<file path="src/rtl/run_ctrl_pkg.sv">
// Shared types for the run/step sequencer.
package run_ctrl_pkg;

  typedef enum logic [1:0] {
    RESET_HOLD = 2'd0,
    HALT       = 2'd1,
    STEP       = 2'd2,
    RUN        = 2'd3
  } state_t;

  function automatic logic dp_en_of(state_t s);
    return (s == STEP) || (s == RUN);
  endfunction

endpackage

</file>
<file path="src/rtl/button_debounce.sv">
// Button synchronizer, debouncer and press detector.
// Emits a single-cycle o_press per accepted rising level.
module button_debounce #(
  parameter logic [15:0] DEBOUNCE_CYCLES = 16'd50000
) (
  input  logic i_clk,
  input  logic i_reset_n,
  input  logic i_button,
  output logic o_press
);

  logic        sync1;
  logic        sync2;
  logic        lvl;
  logic        lvl_q;
  logic [15:0] cnt;
  logic        stable_done;

  assign stable_done = (cnt == DEBOUNCE_CYCLES - 16'd1);

  always_ff @(posedge i_clk or negedge i_reset_n) begin
    if (!i_reset_n) begin
      sync1   <= 1'b0;
      sync2   <= 1'b0;
      lvl     <= 1'b0;
      lvl_q   <= 1'b0;
      cnt     <= '0;
      o_press <= 1'b0;
    end else begin
      sync1   <= i_button;
      sync2   <= sync1;
      lvl_q   <= lvl;
      o_press <= lvl & ~lvl_q;
      // any return to the accepted level restarts the count
      if (sync2 == lvl) begin
        cnt <= '0;
      end else if (stable_done) begin
        lvl <= sync2;
        cnt <= '0;
      end else begin
        cnt <= cnt + 16'd1;
      end
    end
  end

endmodule

</file>
<file path="src/rtl/run_ctrl.sv">
// Run/step sequencer gating the datapath clock enable.
// Define RUN_CTRL_INSTR_CNT_EN to build the instruction counter.
module run_ctrl
  import run_ctrl_pkg::*;
#(
  parameter logic [15:0] DEBOUNCE_CYCLES   = 16'd50000,
  parameter logic [7:0]  RESET_HOLD_CYCLES = 8'd16
) (
  input  logic        i_clk,
  input  logic        i_reset_n,
  input  logic        i_button,
  input  logic        i_run_mode,
  input  logic        i_instr_done,
  input  logic        i_halt,
  output logic        o_dp_reset,
  output logic        o_dp_en,
  output logic [1:0]  o_state,
  output logic [31:0] o_instr_cnt
);

  logic       press;
  logic       rm_s1;
  logic       rm_s;
  state_t     state;
  state_t     state_nxt;
  logic [7:0] hold_cnt;
  logic [7:0] hold_nxt;

  button_debounce #(
    .DEBOUNCE_CYCLES(DEBOUNCE_CYCLES)
  ) u_db (
    .i_clk    (i_clk),
    .i_reset_n(i_reset_n),
    .i_button (i_button),
    .o_press  (press)
  );

  always_ff @(posedge i_clk or negedge i_reset_n) begin
    if (!i_reset_n) begin
      rm_s1    <= 1'b0;
      rm_s     <= 1'b0;
      state    <= RESET_HOLD;
      hold_cnt <= '0;
    end else begin
      rm_s1    <= i_run_mode;
      rm_s     <= rm_s1;
      state    <= state_nxt;
      hold_cnt <= hold_nxt;
    end
  end

  always_comb begin
    state_nxt = state;
    hold_nxt  = hold_cnt;
    unique case (state)
      RESET_HOLD: begin
        if (hold_cnt == RESET_HOLD_CYCLES - 8'd1) begin
          state_nxt = HALT;
          hold_nxt  = '0;
        end else begin
          hold_nxt = hold_cnt + 8'd1;
        end
      end
      HALT: begin
        // a halted CPU can only be left via reset
        if (press && !i_halt)
          state_nxt = rm_s ? RUN : STEP;
      end
      STEP: begin
        if (i_halt || i_instr_done)
          state_nxt = HALT;
      end
      RUN: begin
        if (i_halt || press)
          state_nxt = HALT;
        else if (!rm_s)
          state_nxt = STEP;
      end
    endcase
  end

  assign o_dp_reset = (state == RESET_HOLD);
  assign o_dp_en    = dp_en_of(state);
  assign o_state    = state;

`ifdef RUN_CTRL_INSTR_CNT_EN
  logic [31:0] instr_cnt;

  always_ff @(posedge i_clk or negedge i_reset_n) begin
    if (!i_reset_n)
      instr_cnt <= '0;
    else if (state == RESET_HOLD)
      instr_cnt <= '0;
    else if (o_dp_en && i_instr_done)
      instr_cnt <= instr_cnt + 32'd1;
  end

  assign o_instr_cnt = instr_cnt;
`else
  assign o_instr_cnt = 32'd0;
`endif

endmodule

</file>
<file path="config.mk">
export PLATFORM = sky130hd
export DESIGN_NAME = run_ctrl
export DESIGN_NICKNAME = d
export VERILOG_FILES = /design/src/rtl/run_ctrl_pkg.sv /design/src/rtl/button_debounce.sv /design/src/rtl/run_ctrl.sv
export SDC_FILE = /design/constraint.sdc
export NUM_CORES = 1
export LEC_CHECK = 0
export CAP_MARGIN = 20
export CORE_UTILIZATION = 30
export CTS_CLUSTER_SIZE = 12
export DETAILED_ROUTE_END_ITERATION = 6
export SLEW_MARGIN = 20
export SYNTH_ARGS = -nofsm -noshare
export SYNTH_HDL_FRONTEND = slang
export SYNTH_HIERARCHICAL = 1
export SYNTH_SLANG_ARGS = --single-unit
</file>
<file path="constraint.sdc">
create_clock -name i_clk -period 2.5 [get_ports i_clk]
set_clock_uncertainty 0.1 [all_clocks]
set_input_delay 0.75 -clock i_clk [delete_from_list [all_inputs] [get_ports i_clk]]
set_output_delay 0.75 -clock i_clk [all_outputs]
set_load 0.03 [all_outputs]
</file>
==> results of run 1 <==
-- per-layer routing --
layer	up-vias	GRT usage (%)	wire (um)
met4	0	6.11	65
met3	7	3.45	121
met1	511	12.1	1240
met5	-	0	0
li1	543	-	-
met2	27	15.0	1170
-- cell usage after synthesis (all sizes together), types with 2 or more instances --
| cell | count |
|---|---|
| ha | 2 |
| clkbuf | 2 |
| o21ai | 3 |
| nor3 | 3 |
| mux2 | 3 |
| a21oi | 2 |
| xnor2 | 11 |
| or3b | 2 |
| xor2 | 8 |
| and4 | 2 |
| dfrtp | 33 |
| nor2 | 18 |
| or4 | 3 |
| nand2 | 9 |
| buf | 33 |
| inv | 2 |
| and3 | 3 |
| nor4 | 2 |
| nand3 | 11 |
| nand4 | 7 |
-- sequential cells by signal, summed over array words and instances, names as in the netlist --
name	flops
hold_cnt	8
o_state	2
rm_s	1
rm_s1	1
u_db/cnt	16
u_db/lvl	1
u_db/lvl_q	1
u_db/o_press	1
u_db/sync1	1
u_db/sync2	1
-- critical path, cell delays in order, from the launching register on --
cell,delay [ns]
dfrtp_1,0.43
nor2_2,0.12
clkdlybuf4s50_1,0.67
-- path summary, 6_finish.rpt --
path / endpoint / slack [ns] / cells past startpoint
max: o_dp_reset / 0.14 / 2
min: u_db/sync2$_DFF_PN0_ / 0.25 / 0
max reg2reg: u_db/lvl$_DFFE_PN0P_ / 0.43 / 3
min reg2reg: u_db/sync2$_DFF_PN0_ / 0.25 / 0
max in group asynchronous: u_db/cnt[12]$_DFF_PN0_ / 1.23 / 2
min in group asynchronous: o_state[0]$_DFFE_PN0P_ / 0.77 / 2
-- power breakdown --
part	internal [mW]	switching, mW	leakage, nW	total (mW)
clock network	0.183	0.176	0.0399	0.359
logic	0.112	0.177	0.360	0.288
registers	0.578	0.0527	0.433	0.631
total	0.872	0.405	0.833	1.28
-- layout make-up --
cell class                      instances  area, um^2  area share [%]
Timing Repair Buffer                   11         105            5.55
Sequential cell                        33         826            43.6
Clock buffer                            5        68.8            3.63
Tap cell                               72        90.1            4.76
Clock inverter                          1        5.00           0.264
Inverter                                2        7.51           0.396
Multi-Input combinational cell        132         792            41.8
-- cells by family after synthesis --
logic type / Yosys count / synth area share (%)
AND/OR/NAND/NOR: 67 / 21.4
AO/OA/AOI/OAI: 9 / 3.68
XOR/XNOR: 19 / 9.41
adder cells (fa/ha/maj): 2 / 1.42
flip-flops: 33 / 46.7
multiplexers: 3 / 2.12
other: 1 / 0.212
buffers and inverters: 37 / 15.1
==> summary.md, run 1 <==
| Metric | Value |
|---|---|
| Synth top area cells | `dfrtp_1 (47%), buf_4 (14%), xnor2_1 (5.4%)` |
| Placed Instance Area | `about 1800 um^2` |
| Crit path from | `o_state[1]$_DFFE_PN0P_` |
| CP arrival | `around 1.5 ns` |
| Crit Path Max Fanout | `6` |
| Syn avg cell area | `approximately 10 um^2` |
| Gr ovfl total | `0` |
| Worst vdd ir | `about 0.00024 V` |
| Vias in the first global route | `1009` |
| Initial antenna violation count | `0` |
| Cells after synthesis | `171` |
| Ys async rst share | `between 90% and 100%` |
| Fin crit share | `94.2%` |
| Pwr Total | `1.28 mW` |
| Setup ws final | `between 0.1 and 0.15 ns` |
| Clock Tree Buf Depth | `2` |
| Fmax | `424 MHz` |
| # rows | `27` |
| Critical path type | `register to primary output` |
| TNS Setup | `0 ns` |
| Slew Limit Fails | `0` |
| Post-Syn Area | `between 1500 and 2000 um^2` |
| Max H-tree Level | `2` |
| Status | `finished clean` |
| # diodes | `0` |
| Worst hold path startpoint | `u_db/sync1$_DFF_PN0_` |
| Pwr dens | `roughly 670 nW/um^2` |
| Post-synthesis sequential area ratio | `a little under half` |
| Worst-path clk slew | `~0.060 ns` |
| Cell variety after synth | `39` |
| Setup violators final | `0` |
| Largest net degree at the start of global routing | `34` |
| Detailed-route wire length per cell | `slightly above 10 um` |
| DRT iter0 DRCs | `19` |
| LEAKAGE | `~0.83 nW` |
| Worst hold slack | `between 0.2 and 0.25 ns` |
| TritonCTS Buffers | `5` |
| DIE HEIGHT | `a little under 80 um` |
| # DRC | `0` |
| Placer Congestion | `a little under 0.8` |
| Synth area leader | `dfrtp_1` |
| Post-place setup slack | `0.402 ns` |
| Vias | `1088` |
| Share of cells above drive strength 1 | `12.0%` |
| # fillers | `604` |
| Most frequent cells in the layout | `dfrtp_1 (33), conb_1 (32), nor2_1 (17)` |
| Drt first pass iters | `4` |
| Vias per inst | `roughly 4.3` |
| Post-route insts no fill | `256` |
| CP Capture Type | `primary output` |
| Detailed-route wire length | `about 2600 um` |
| Post-cts resize count | `0` |
| WP data required | `1.65 ns` |
| Clk_lat worst skew | `0.28 ns` |
| Cell count after placement | `250` |
| DP HPWL | `~1800 um` |
| Post-synth EDFFs | `0` |
| Final core utilization | `between 30% and 40%` |
| Startpoint Class | `register` |
| Hold Crit Class | `register to register` |
| Final cell area excluding filler cells | `between 1500 and 2000 um^2` |
| First-pass GRT wire length | `between 4000 and 5000 um` |
| Root Buffer Master | `clkbuf_8` |
| Tmin final | `~2.4 ns` |
| Io pins | `between 40 and 50` |
| GR Util All Layers | `around 10%` |
| DRT antenna net count | `0` |
| Full die area | `between 6000 and 7000 um^2` |
| Clock sinks | `33` |
| Yosys top cell area share | `46.7%` |
| Final Hold Viols | `0` |
| Initial Util | `a little under a third` |
| RR Startpoint | `u_db/cnt[10]$_DFF_PN0_` |
| Final #Nets | `a little under 200` |
| Post-CTS setup buffers | `0` |
| Yosys warnings | `6` |
| Most common cell after layout, fill and taps aside | `dfrtp_1` |
| Core Region | `roughly 5600 um^2` |
| CTS tree | `done` |
| RSZ-0062 raised after global routing | `false` |
| Primary FF master, synth | `dfrtp_1` |
| Post-synthesis register bit count | `33` |
| Number of port buffers | `9` |
| Max Cap Viol | `0` |
| CTS Hold Bufs | `0` |
| Area delta synth->final | `7.15%` |
| Die width | `about 79 um` |
No activity file was read; power rests on OpenSTA's default activity.
==> run 2, diff against run 1 <==
Settings changed: CELL_PAD_IN_SITES_DETAIL_PLACEMENT set to 0, CELL_PAD_IN_SITES_GLOBAL_PLACEMENT set to 1, PLACE_DENSITY_LB_ADDON set to 0.1.
==> run 2 against run 1 <==
Effect of this change:
- first-iteration DRC count rose to 2.7 times the previous value
- via count grew 2.8%
- maximum frequency rose by 0.13%
- non-clock buffer count is the same
- sequential cell count unchanged
- wire length rose by 13%
- critical path type unchanged
==> summary.md, run 2 (synthesis gave the netlist of run 1 again) <==
| Metric | Value |
|---|---|
| Clock sinks | `33 (unchanged)` |
| Largest register by flop count | `u_db/cnt (unchanged)` |
| Gr ovfl total | `0 (unchanged)` |
| Startpoint Class | `register (unchanged)` |
| Clock network power share | `30.3% (was 28.1%)` |
| DP HPWL | `1980 um (was 1810 um)` |
| Worst hold slack | `0.247 ns (was 0.248 ns)` |
| GR Util All Layers | `10.5% (was 9.94%)` |
| Clk_lat worst skew | `0.28 ns (about the same)` |
| Worst vdd ir | `0.000349 V (was 0.000240 V)` |
| TritonCTS Buffers | `5 (unchanged)` |
| Full die area | `6200 um^2 (unchanged)` |
| Setup violators final | `0 (unchanged)` |
| Io pins | `42 (unchanged)` |
| CTS Hold Bufs | `0 (unchanged)` |
| TNS Setup | `0 ns (unchanged)` |
| Final #Nets | `193 (unchanged)` |
| Detailed-route wire length | `2940 um (was 2600 um)` |
| Fmax | `425 MHz (was 424 MHz)` |
| CP Capture Type | `primary output (unchanged)` |
| Initial Util | `31.5% (unchanged)` |
| Crit Path Max Fanout | `5 (was 6)` |
| Max H-tree Level | `2 (unchanged)` |
| Most common cell after layout, fill and taps aside | `dfrtp_1 (unchanged)` |
| Post-route insts no fill | `257 (was 256)` |
| Internal | `0.908 mW (was 0.872 mW)` |
| Die width | `78.8 um (unchanged)` |
| Core Region | `5610 um^2 (unchanged)` |
| DRT antenna net count | `0 (unchanged)` |
| Root Buffer Master | `clkbuf_8 (unchanged)` |
| Sequential Power Share | `47.6% (was 49.3%)` |
| Vias in the first global route | `1108 (was 1009)` |
| Number of flip-flops in the largest register | `16 (unchanged)` |
| Status | `finished clean (unchanged)` |
| Combinational share of power | `22.0% (was 22.6%)` |
| Vias per inst | `4.35 (was 4.25)` |
| DIE HEIGHT | `78.8 um (unchanged)` |
| Placer Congestion | `0.816 (was 0.775)` |
| Setup ws final | `0.147 ns (was 0.144 ns)` |
| Share of cells above drive strength 1 | `11.9% (was 12.0%)` |
| Worst-path clk slew | `0.06 ns (about the same)` |
| Post-cts resize count | `0 (unchanged)` |
| Tmin final | `2.35 ns (was 2.36 ns)` |
| Most frequent cells in the layout | `dfrtp_1 (33), conb_1 (32), nor2_1 (17) (unchanged)` |
| Hold Crit Class | `register to register (unchanged)` |
| Slew Limit Fails | `0 (unchanged)` |
| # DRC | `0 (unchanged)` |
| Cell count after placement | `250 (unchanged)` |
| Number of port buffers | `9 (unchanged)` |
| Max Cap Viol | `0 (unchanged)` |
| Fin crit share | `94.1% (was 94.2%)` |
| Post-CTS setup buffers | `0 (unchanged)` |
| Sw Share | `31.4% (was 31.7%)` |
| DRT iter0 DRCs | `52 (was 19)` |
| Final core utilization | `34.0% (was 33.8%)` |
| Drt first pass iters | `4 (unchanged)` |
| Area delta synth->final | `7.86% (was 7.15%)` |
| Detailed-route wire length per cell | `11.4 um (was 10.2 um)` |
| Vias | `1118 (was 1088)` |
| Largest net degree at the start of global routing | `34 (unchanged)` |
| Pwr dens | `694 nW/um^2 (was 675 nW/um^2)` |
| Final Hold Viols | `0 (unchanged)` |
| # diodes | `0 (unchanged)` |
| # rows | `27 (unchanged)` |
| Clock Tree Buf Depth | `2 (unchanged)` |
| First-pass GRT wire length | `4890 um (was 4660 um)` |
| WP data required | `1.65 ns (about the same)` |
| Net Sw Power | `0.416 mW (was 0.405 mW)` |
| Critical path type | `register to primary output (unchanged)` |
| RSZ-0062 raised after global routing | `false (unchanged)` |
| CTS tree | `done (unchanged)` |
| Initial antenna violation count | `0 (unchanged)` |
| CP arrival | `1.50 ns (was 1.51 ns)` |
| LEAKAGE | `0.837 nW (was 0.833 nW)` |
| Post-place setup slack | `0.403 ns (was 0.402 ns)` |
==> run 2: power by group through the flow <==
stage	Combinational (mW)	Clock (mW)	Sequential, mW
after global routing	0.322	0.451	0.639
after CTS	0.296	0.424	0.629
after global placement	0.292	0	0.638
final	0.292	0.402	0.631
after detailed placement	0.294	0	0.639
after floorplan	0.241	0	0.641
==> run 2: path summary, 6_finish.rpt <==
kind | from | end | slack [ns] | cells past startpoint
setup / recovery | o_state[0]$_DFFE_PN0P_ | o_dp_reset | 0.15 | 2
hold / removal | rm_s1$_DFF_PN0_ | rm_s$_DFF_PN0_ | 0.25 | 0
setup reg to reg | u_db/cnt[10]$_DFF_PN0_ | u_db/lvl$_DFFE_PN0P_ | 0.45 | 3
hold reg to reg | rm_s1$_DFF_PN0_ | rm_s$_DFF_PN0_ | 0.25 | 0
max in group asynchronous | i_reset_n | u_db/cnt[1]$_DFF_PN0_ | 1.20 | 2
min in group asynchronous | i_reset_n | hold_cnt[1]$_DFFE_PN0N_ | 0.79 | 2
==> run 2: final cells by class <==
class / instances / area, um^2
Tap cell: 72 / 90.1
Inverter: 2 / 7.51
Timing Repair Buffer: 11 / 105
Multi-Input combinational cell: 132 / 792
Fill cell: 593 / 3700
Sequential cell: 33 / 826
Clock buffer: 7 / 86.3
==> run 2: routing by layer <==
| layer | share of wire [%] | up-vias | GRT usage [%] |
|---|---|---|---|
| met4 | 1.2 | 0 | 4.81 |
| li1 | - | 546 | - |
| met1 | 45 | 545 | 11.8 |
| met3 | 2.6 | 4 | 4.48 |
| met2 | 51 | 23 | 17.1 |
| met5 | 0 | - | 0 |
==> run 2: critical path: stages (launching register included) <==
cell	delay, ns
dfrtp_1	0.42
nor2_2	0.14
clkdlybuf4s50_1	0.67
==> run 2: through the flow <==
stage	cell area [um^2]	power, mW
final	1910	1.32
after global routing	1910	1.41
after CTS	1910	1.35
after detailed placement	1820	0.933
after global placement	1820	0.930
after floorplan	1880	0.882
==> run 3, diff against run 2 <==
Settings changed: ABC_CLOCK_PERIOD_IN_PS set to 2500.
==> results of run 3 <==
No change in the layout: final DEF, timing and power equal those of run 2.
